**config.mk**
```make
export PLATFORM = sky130hd
export DESIGN_NAME = clrset_pulser
export DESIGN_NICKNAME = d
export VERILOG_FILES = /design/src/rtl/clrset_pkg.sv /design/src/rtl/clrset_pulser_pw_cnt.sv /design/src/rtl/clrset_pulser.sv
export SDC_FILE = /design/constraint.sdc
export NUM_CORES = 1
export LEC_CHECK = 0
export BUFFER_PORTS_ARGS = -buffer_cell sky130_fd_sc_hd__buf_2
export CORE_MARGIN = 10
export CORE_UTILIZATION = 53
export DETAILED_ROUTE_END_ITERATION = 8
export PLACE_DENSITY = 0.81
export SETUP_SLACK_MARGIN = 0.1
export SLEW_MARGIN = 0
export SYNTH_ARGS = -nofsm -noshare
export SYNTH_HDL_FRONTEND = slang
export SYNTH_HIERARCHICAL = 1
export SYNTH_SLANG_ARGS = --single-unit
```
**constraint.sdc**
```tcl
create_clock -name clk_i -period 5 [get_ports clk_i]
set_input_delay 1 -clock clk_i [delete_from_list [all_inputs] [get_ports clk_i]]
set_output_delay 1 -clock clk_i [all_outputs]
set_load 0.01 [all_outputs]
```
**src/rtl/clrset_pkg.sv**
```systemverilog
// Shared op codes, FSM state encoding and statistics width for clrset_pulser.
package clrset_pkg;

  localparam logic [1:0] OP_LOAD = 2'b00;
  localparam logic [1:0] OP_CLR  = 2'b01;
  localparam logic [1:0] OP_SET  = 2'b10;
  localparam logic [1:0] OP_RSV  = 2'b11;

  localparam int unsigned CNT_W = 16;

  typedef enum logic [1:0] {
    StIdle  = 2'b00,
    StPulse = 2'b01,
    StRecov = 2'b10,
    StLoad  = 2'b11
  } state_e;

endpackage

```
**src/rtl/clrset_pulser_pw_cnt.sv**
```systemverilog
// Loadable down-counter with zero flag; shared by the pulse-width and recovery phases.
module pw_cnt #(
  parameter int unsigned W = 4
) (
  input  logic         clk_i,
  input  logic         rst_i,
  input  logic         load_i,
  input  logic [W-1:0] load_val_i,
  input  logic         dec_i,
  output logic         zero_o
);

  logic [W-1:0] cnt_q;

  always_ff @(posedge clk_i) begin
    if (rst_i) begin
      cnt_q <= '0;
    end else if (load_i) begin
      cnt_q <= load_val_i;
    end else if (dec_i && (cnt_q != '0)) begin
      cnt_q <= cnt_q - W'(1);
    end
  end

  assign zero_o = (cnt_q == '0);

endmodule

```
**src/rtl/clrset_pulser.sv**
```systemverilog
// Clear/set pulse and load-strobe sequencer for a dff register.
// Optional completed-op counter on cnt_o when CLRSET_PULSER_STAT_EN is defined.
module clrset_pulser
  import clrset_pkg::*;
#(
  parameter int unsigned WIDTH     = 1,
  parameter int unsigned PW_BITS   = 4,
  parameter int unsigned RECOV_CYC = 2
) (
  input  logic             clk_i,
  input  logic             rst_i,
  input  logic             req_i,
  input  logic [1:0]       op_i,
  input  logic [WIDTH-1:0] data_i,
  input  logic [PW_BITS-1:0] len_i,
  output logic             busy_o,
  output logic             done_o,
  output logic             err_o,
  output logic             clr_o,
  output logic             set_o,
  output logic             ld_o,
  output logic [WIDTH-1:0] d_o,
  output logic [CNT_W-1:0] cnt_o
);

  localparam int unsigned RW = $clog2(RECOV_CYC + 1);
  localparam int unsigned CW = (PW_BITS > RW) ? PW_BITS : RW;
  localparam logic [CW-1:0] RECOV_LD = CW'(RECOV_CYC - 1);

  state_e state_q, state_d;
  logic busy_q, busy_d, done_q, done_d, err_q, err_d;
  logic clr_q, clr_d, set_q, set_d, ld_q, ld_d;
  logic [WIDTH-1:0] d_q, d_d;

  logic          cnt_load, cnt_dec, cnt_zero;
  logic [CW-1:0] cnt_val, len_m1;

  // A zero length is treated as a single-cycle pulse.
  assign len_m1 = (len_i == '0) ? '0 : CW'(len_i - PW_BITS'(1));

  pw_cnt #(
    .W (CW)
  ) u_pw_cnt (
    .clk_i      (clk_i),
    .rst_i      (rst_i),
    .load_i     (cnt_load),
    .load_val_i (cnt_val),
    .dec_i      (cnt_dec),
    .zero_o     (cnt_zero)
  );

  always_comb begin
    state_d  = state_q;
    done_d   = 1'b0;
    err_d    = 1'b0;
    ld_d     = 1'b0;
    clr_d    = clr_q;
    set_d    = set_q;
    d_d      = d_q;
    cnt_load = 1'b0;
    cnt_dec  = 1'b0;
    cnt_val  = len_m1;
    unique case (state_q)
      StIdle: begin
        if (req_i) begin
          unique case (op_i)
            OP_LOAD: begin
              state_d = StLoad;
              ld_d    = 1'b1;
              d_d     = data_i;
            end
            OP_CLR: begin
              state_d  = StPulse;
              clr_d    = 1'b1;
              cnt_load = 1'b1;
            end
            OP_SET: begin
              state_d  = StPulse;
              set_d    = 1'b1;
              cnt_load = 1'b1;
            end
            default: err_d = 1'b1;
          endcase
        end
      end
      StPulse: begin
        if (cnt_zero) begin
          state_d  = StRecov;
          clr_d    = 1'b0;
          set_d    = 1'b0;
          cnt_load = 1'b1;
          cnt_val  = RECOV_LD;
        end else begin
          cnt_dec = 1'b1;
        end
      end
      StRecov: begin
        if (cnt_zero) begin
          state_d = StIdle;
          done_d  = 1'b1;
        end else begin
          cnt_dec = 1'b1;
        end
      end
      StLoad: begin
        state_d = StIdle;
        done_d  = 1'b1;
      end
      default: state_d = StIdle;
    endcase
    busy_d = (state_d != StIdle);
  end

  always_ff @(posedge clk_i) begin
    if (rst_i) begin
      state_q <= StIdle;
      busy_q  <= 1'b0;
      done_q  <= 1'b0;
      err_q   <= 1'b0;
      clr_q   <= 1'b0;
      set_q   <= 1'b0;
      ld_q    <= 1'b0;
      d_q     <= '0;
    end else begin
      state_q <= state_d;
      busy_q  <= busy_d;
      done_q  <= done_d;
      err_q   <= err_d;
      clr_q   <= clr_d;
      set_q   <= set_d;
      ld_q    <= ld_d;
      d_q     <= d_d;
    end
  end

  assign busy_o = busy_q;
  assign done_o = done_q;
  assign err_o  = err_q;
  assign clr_o  = clr_q;
  assign set_o  = set_q;
  assign ld_o   = ld_q;
  assign d_o    = d_q;

`ifdef CLRSET_PULSER_STAT_EN
  logic [CNT_W-1:0] stat_q;

  // Counts alongside done_o and saturates at all-ones.
  always_ff @(posedge clk_i) begin
    if (rst_i) begin
      stat_q <= '0;
    end else if (done_d && (stat_q != '1)) begin
      stat_q <= stat_q + CNT_W'(1);
    end
  end

  assign cnt_o = stat_q;
`else
  assign cnt_o = '0;
`endif

endmodule
```
==> results of run 1 <==
==> logic make-up (layout without fill, tap and decap cells) <==
logic type | Yosys count | in the layout | synth area share (%)
AOI/OAI and AO/OA | 27 | 27 | 20.87
DFF | 13 | 13 | 26.46
adders and majority gates | 10 | 10 | 12.72
other | 1 | 16 | 0.3813
buffers and inverters | 29 | 30 | 17.68
muxes | 2 | 2 | 2.036
and+or+nand+nor | 34 | 34 | 19.85
==> flip-flops by register name (all words and copies together) (netlist names) <==
name	count
busy_o	1
clr_o	1
d_o	1
done_o	1
err_o	1
ld_o	1
set_o	1
state_q	2
u_pw_cnt/cnt_q	4
==> synthesized netlist by cell type (all sizes together) <==
cell type	n
mux2i	2
and4b	1
a311o	1
buf	18
or3b	1
o21bai	1
nor2	9
nand2	7
o21ai	5
nand4b	1
and2b	2
a21oi	4
a211oi	1
clkbuf	1
a21o	1
nor3	2
nand3	3
conb	1
a21boi	4
ha	10
a31oi	4
nor4b	1
o311a	1
nand2b	1
nand3b	2
a311oi	2
inv	10
a2111oi	1
o221ai	1
a22o	1
dfxtp	13
or2	2
nor3b	2
==> routing by layer <==
layer / vias up / GRT usage [%] / wire, microns
li1: 404 / - / -
met1: 341 / 11.17 / 823
met2: 17 / 18.40 / 1051
met3: 4 / 3.357 / 86
met4: 0 / 5.866 / 46
met5: - / 0 / 0
==> area by class of cell <==
cell class	instances	share of cell area (%)
flip-flops and latches	13	25.00
clock buffers	4	2.524
repair buffers	16	7.692
inverters	10	3.606
well taps	25	3.005
multi-input cells	89	58.17
==> where the power goes <==
part / total, mW / switching, mW / internal, mW
combinational: 0.137 / 0.0817 / 0.0554
sequential: 0.130 / 0.0108 / 0.119
clock: 0.0661 / 0.0351 / 0.0310
total: 0.333 / 0.128 / 0.205
==> how the worst max path moves through the flow <==
stage | endpoint | cells past startpoint | from | slack (ns)
2_1_floorplan | u_pw_cnt/cnt_q[1]$_SDFFE_PP0P_ | 6 | op_i[0] | 2.98
3_3_place_gp | u_pw_cnt/cnt_q[1]$_SDFFE_PP0P_ | 7 | op_i[0] | 2.79
3_5_place_dp | u_pw_cnt/cnt_q[1]$_SDFFE_PP0P_ | 7 | op_i[0] | 2.71
4_1_cts | u_pw_cnt/cnt_q[3]$_SDFFE_PP0P_ | 8 | u_pw_cnt/cnt_q[1]$_SDFFE_PP0P_ | 2.81
5_1_grt | u_pw_cnt/cnt_q[3]$_SDFFE_PP0P_ | 8 | u_pw_cnt/cnt_q[1]$_SDFFE_PP0P_ | 2.65
6_report | u_pw_cnt/cnt_q[3]$_SDFFE_PP0P_ | 8 | u_pw_cnt/cnt_q[1]$_SDFFE_PP0P_ | 2.82
==> worst max-delay path: stages (launching register included) <==
cell and delay [ns]:
dfxtp_1 0.33, inv_1 0.11, ha_1 0.22, or3b_4 0.44, inv_1 0.17, and2b_2 0.30
nor4b_2 0.18, mux2i_1 0.13, a211oi_1 0.23
==> metrics by stage <==
step	worst slack [ns]	cells	area, sq um	hold WS, ns
2_1_floorplan	2.978	131	1040	0.4844
3_3_place_gp	2.785	153	1015	0.4789
3_5_place_dp	2.708	153	1015	0.4884
4_1_cts	2.812	157	1041	0.5002
5_1_grt	2.646	157	1041	0.5527
6_report	2.816	157	1041	0.4987
==> flow_summary.json, run 1 <==
{
  "outcome": "completed",
  "cts_resized": 0,
  "hold_path_class": "reg -> reg",
  "rr_worst_depth": 8,
  "cts_buffers": 3,
  "die-height_microns": 63.08,
  "crit_path_max_fanout": 7,
  "yosysWarnings": 6,
  "min_to": "clr_o$_SDFFE_PP0P_",
  "drv_cap": 0,
  "gp_congestion": 0.7840,
  "clk_latency_ns": 0.28,
  "fp-row-count": 15,
  "drc": 0,
  "numPortBuffers": 16,
  "cp.required_ns": 5.20,
  "coreArea_sq_mm": 0.001745,
  "synth_cells": 116,
  "period_needed_ns": 2.184,
  "min_from": "clr_o$_SDFFE_PP0P_",
  "vdd_drop_max_mv": 0.1936,
  "ys_seq_area_share_pct": 26.46,
  "wl_per_cell_microns": 12.79,
  "post_cts_buffers": 0,
  "final_antenna_net_count": 0,
  "final_max_slew_viol_count": 0,
  "synth_top_area_cell": "dfxtp_1",
  "cts.sinks": 13,
  "multi_input_area_sq_um": 605.6,
  "grt_pass1_wl_mm": 3.512,
  "htree_num_levels": 1,
  "dp_hpwl_mm": 1.655,
  "utilization_pct": 59.64,
  "hold_buffers": 0,
  "grt_overflow_total": 0,
  "fillers": 168,
  "setup_viol": 0,
  "p_total_uw": 332.7,
  "critPathLaunchType": "register",
  "p_leak_nw": 0.5010,
  "grt_antenna_before_repair": 0,
  "fin_skew_ns": 0.007042,
  "num-nets-final": 153,
  "rsz0062_at_grt": "no",
  "min_path_cells": 2,
  "netlist_area_sq_um": 983.4,
  "initial_core_util_pct": 56.34,
  "fin_tns_setup_ns": 0,
  "root_buffer": "clkbuf_4",
  "rrSetupSlack_ns": 2.82,
  "ys_types": 35,
  "cts.path.max_buffers": 2,
  "drive_gt1_share_pct": 17.42,
  "ff_latch_area_sq_um": 260.3,
  "dieArea_sq_mm": 0.003978,
  "cts_tree": "done",
  "fmax_mhz": 457.9,
  "vias_per_cell": 4.879,
  "via_count": 766,
  "endpoint_kind": "register",
  "synth.avg_cell_area_sq_um": 8.478,
  "p_per_area_mw_per_mm2": 319.6,
  "die-width_microns": 63.08,
  "synth_top_area_share_pct": 26.46,
  "area_growth_pct": 5.853,
  "layout_common_cells": "conb_1, buf_2, dfxtp_1",
  "clk_pin_slew_ns": 0.08,
  "arrival_ns": 2.39,
  "drtIter0Drc": 14,
  "synth.area.top_cells": "dfxtp_1, buf_4, ha_1",
  "grt_pass1_vias": 802,
  "hold_viol_final": 0,
  "track_usage_pct": 10.66,
  "critPathKind": "reg -> reg",
  "n_antenna_cell": 0,
  "ys_seq_elements": 13,
  "fin_crit_sh_pct": 43.67,
  "firstDrtPassIters": 4,
  "drt_wl_total_mm": 2.008,
  "timing.rr.end": "u_pw_cnt/cnt_q[3]$_SDFFE_PP0P_",
  "pin_count": 33,
  "timing.rr.start": "u_pw_cnt/cnt_q[1]$_SDFFE_PP0P_",
  "grt_max_degree": 16
}
No activity file was read; power rests on OpenSTA's default activity.
==> run 2: changes to the inputs <==
--- a/config.mk
+++ b/config.mk
@@ -7,9 +7,9 @@
 export LEC_CHECK = 0
 export BUFFER_PORTS_ARGS = -buffer_cell sky130_fd_sc_hd__buf_2
 export CORE_MARGIN = 10
-export CORE_UTILIZATION = 53
+export CORE_UTILIZATION = 44
 export DETAILED_ROUTE_END_ITERATION = 8
-export PLACE_DENSITY = 0.81
+export PLACE_DENSITY = 0.72
 export SETUP_SLACK_MARGIN = 0.1
 export SLEW_MARGIN = 0
 export SYNTH_ARGS = -nofsm -noshare
==> constraint.sdc (replaced) <==
create_clock -name clk_i -period 2 [get_ports clk_i]
set_input_delay 0.4 -clock clk_i [delete_from_list [all_inputs] [get_ports clk_i]]
set_output_delay 0.4 -clock clk_i [all_outputs]
set_load 0.01 [all_outputs]
==> flow_summary.json, run 2 (same netlist as run 1, synthesis figures left out) <==
{
  "cp_top_family": "simple AND/OR/NAND/NOR gates",
  "drt_wl_total_mm": 2.194,
  "cts_buffers": 3,
  "firstDrtPassIters": 4,
  "use_met1_pct": 8.826,
  "clk_pin_slew_ns": 0.08,
  "fp-row-count": 17,
  "track_usage_pct": 9.626,
  "critPathKind": "reg -> reg",
  "arrival_ns": 2.01,
  "pwr-share-seq_pct": 35.3,
  "largest_register": "u_pw_cnt/cnt_q",
  "clk_latency_ns": 0.29,
  "outcome": "completed",
  "grt_util_met3_pct": 5.124,
  "cp_num_buf_inv": 2,
  "dieArea_sq_mm": 0.004526,
  "cts.sinks": 13,
  "vias_per_cell": 4.903,
  "grt_antenna_before_repair": 0,
  "final_max_slew_viol_count": 0,
  "grt_max_degree": 16,
  "p_total_uw": 936.4,
  "timing.rr.start": "u_pw_cnt/cnt_q[0]$_SDFFE_PP0P_",
  "p_per_area_mw_per_mm2": 839.0,
  "p_sw_share_pct": 38.67,
  "vdd_drop_max_mv": 0.4596,
  "reg_top3": "u_pw_cnt/cnt_q x4, state_q x2",
  "rsz0062_at_grt": "yes",
  "hold_path_class": "in -> reg",
  "die-width_microns": 67.28,
  "initial_core_util_pct": 45.33,
  "cp.required_ns": 2.17,
  "largest_register_ff_count": 4,
  "cp_slowest_cell": "dfxtp_2",
  "root_buffer": "clkbuf_4",
  "netSwitchingPower_uw": 362.1,
  "numPortBuffers": 16,
  "crit_path_max_incr_delay_ns": 0.37,
  "setup_viol": 0,
  "critPathLaunchType": "register",
  "drtIter0Drc": 10,
  "num-nets-final": 158,
  "startpoint": "u_pw_cnt/cnt_q[0]$_SDFFE_PP0P_",
  "cts_tree": "done",
  "die-height_microns": 67.28,
  "via_count": 809,
  "crit_chain": "inv_2, ha_2, or3b_4, inv_4, and2b_4, nor4b_4, mux2i_1, a211oi_2",
  "hold_buffers": 0,
  "coreArea_sq_mm": 0.002170,
  "n_antenna_cell": 0,
  "p_leak_nw": 0.5253,
  "htree_num_levels": 1,
  "drive_gt1_share_pct": 27.74,
  "crit_path_max_fanout": 7,
  "pin_count": 33,
  "period_needed_ns": 1.841,
  "fin_skew_ns": 0.004308,
  "clkPwrFrac_pct": 18.2,
  "fin_tns_setup_ns": 0,
  "gp_congestion": 0.8235,
  "use_met2_pct": 17.54,
  "endpoint_kind": "register",
  "area_growth_pct": 13.49,
  "grt_pass1_wl_mm": 3.381,
  "fin_crit_sh_pct": 92.06,
  "grt_pass1_vias": 811,
  "hold_slack_ns": 0.3530,
  "hold_viol_final": 0,
  "dp_hpwl_mm": 1.684,
  "wl_per_cell_microns": 13.30,
  "drv_cap": 0,
  "grt_overflow_total": 0,
  "grt_busiest_layer": "met2",
  "fmax_mhz": 543.1,
  "combPwrFrac_pct": 46.5,
  "cts.path.max_buffers": 2,
  "p_int_uw": 574.3,
  "layout_common_cells": "conb_1, buf_2, dfxtp_1",
  "final_antenna_net_count": 0,
  "min_from": "data_i",
  "drc": 0
}
[run 2: path summary, 6_finish.rpt]
kind / cells past startpoint / slack (ns) / endpoint
worst max-delay path: 8 / 0.16 / u_pw_cnt/cnt_q[3]$_SDFFE_PP0P_
worst min-delay path: 3 / 0.35 / d_o$_SDFFE_PP0P_
worst max register to register: 8 / 0.16 / u_pw_cnt/cnt_q[3]$_SDFFE_PP0P_
worst min register to register: 2 / 0.49 / set_o$_SDFFE_PP0P_
[run 2: through the flow]
stage | area [sq um] | setup slack [ns] | cells | util (%)
detailed placement | 1039 | 0.02692 | 158 | 47.87
global placement | 1039 | 0.07714 | 158 | 47.87
floorplan | 1045 | 0.1007 | 131 | -
global route | 1116 | 0.05294 | 165 | 51.44
finish | 1116 | 0.1588 | 165 | 51.44
CTS | 1084 | 0.1312 | 164 | 49.94
[run 2: final cells by class]
| class | count | area, sq um |
|---|---|---|
| Sequential cell | 13 | 262.8 |
| Multi-Input combinational cell | 89 | 634.4 |
| Fill cell | 219 | 1054 |
| Inverter | 10 | 40.04 |
| Tap cell | 28 | 35.03 |
| Timing Repair Buffer | 21 | 117.6 |
| Clock buffer | 4 | 26.28 |
[run 2: what timing repair did]
action / 4_1_cts / 5_1_grt
pin swaps: 2 / 0
gates resized for setup: 3 / 6
buffers inserted: 2 / 1
endpoints found under the setup margin: 2 / 5
[run 2: worst min-delay path, stage by stage]
cell	delay (ns)
buf_2	0.08
mux2i_1	0.05
nor2_1	0.07
[run 2: per-layer routing]
layer	wire [microns]	up-vias
li1	-	415
met2	1190	14
met4	37	0
met3	151	5
met1	815	375
met5	0	-
[run 2: power groups by stage]
| stage | sequential (mW) | clock [mW] | combinational [mW] |
|---|---|---|---|
| 2_1_floorplan | 0.333 | 0 | 0.294 |
| 3_3_place_gp | 0.330 | 0 | 0.363 |
| 3_5_place_dp | 0.331 | 0 | 0.374 |
| 4_1_cts | 0.327 | 0.182 | 0.401 |
| 5_1_grt | 0.337 | 0.190 | 0.489 |
| 6_report | 0.331 | 0.171 | 0.435 |
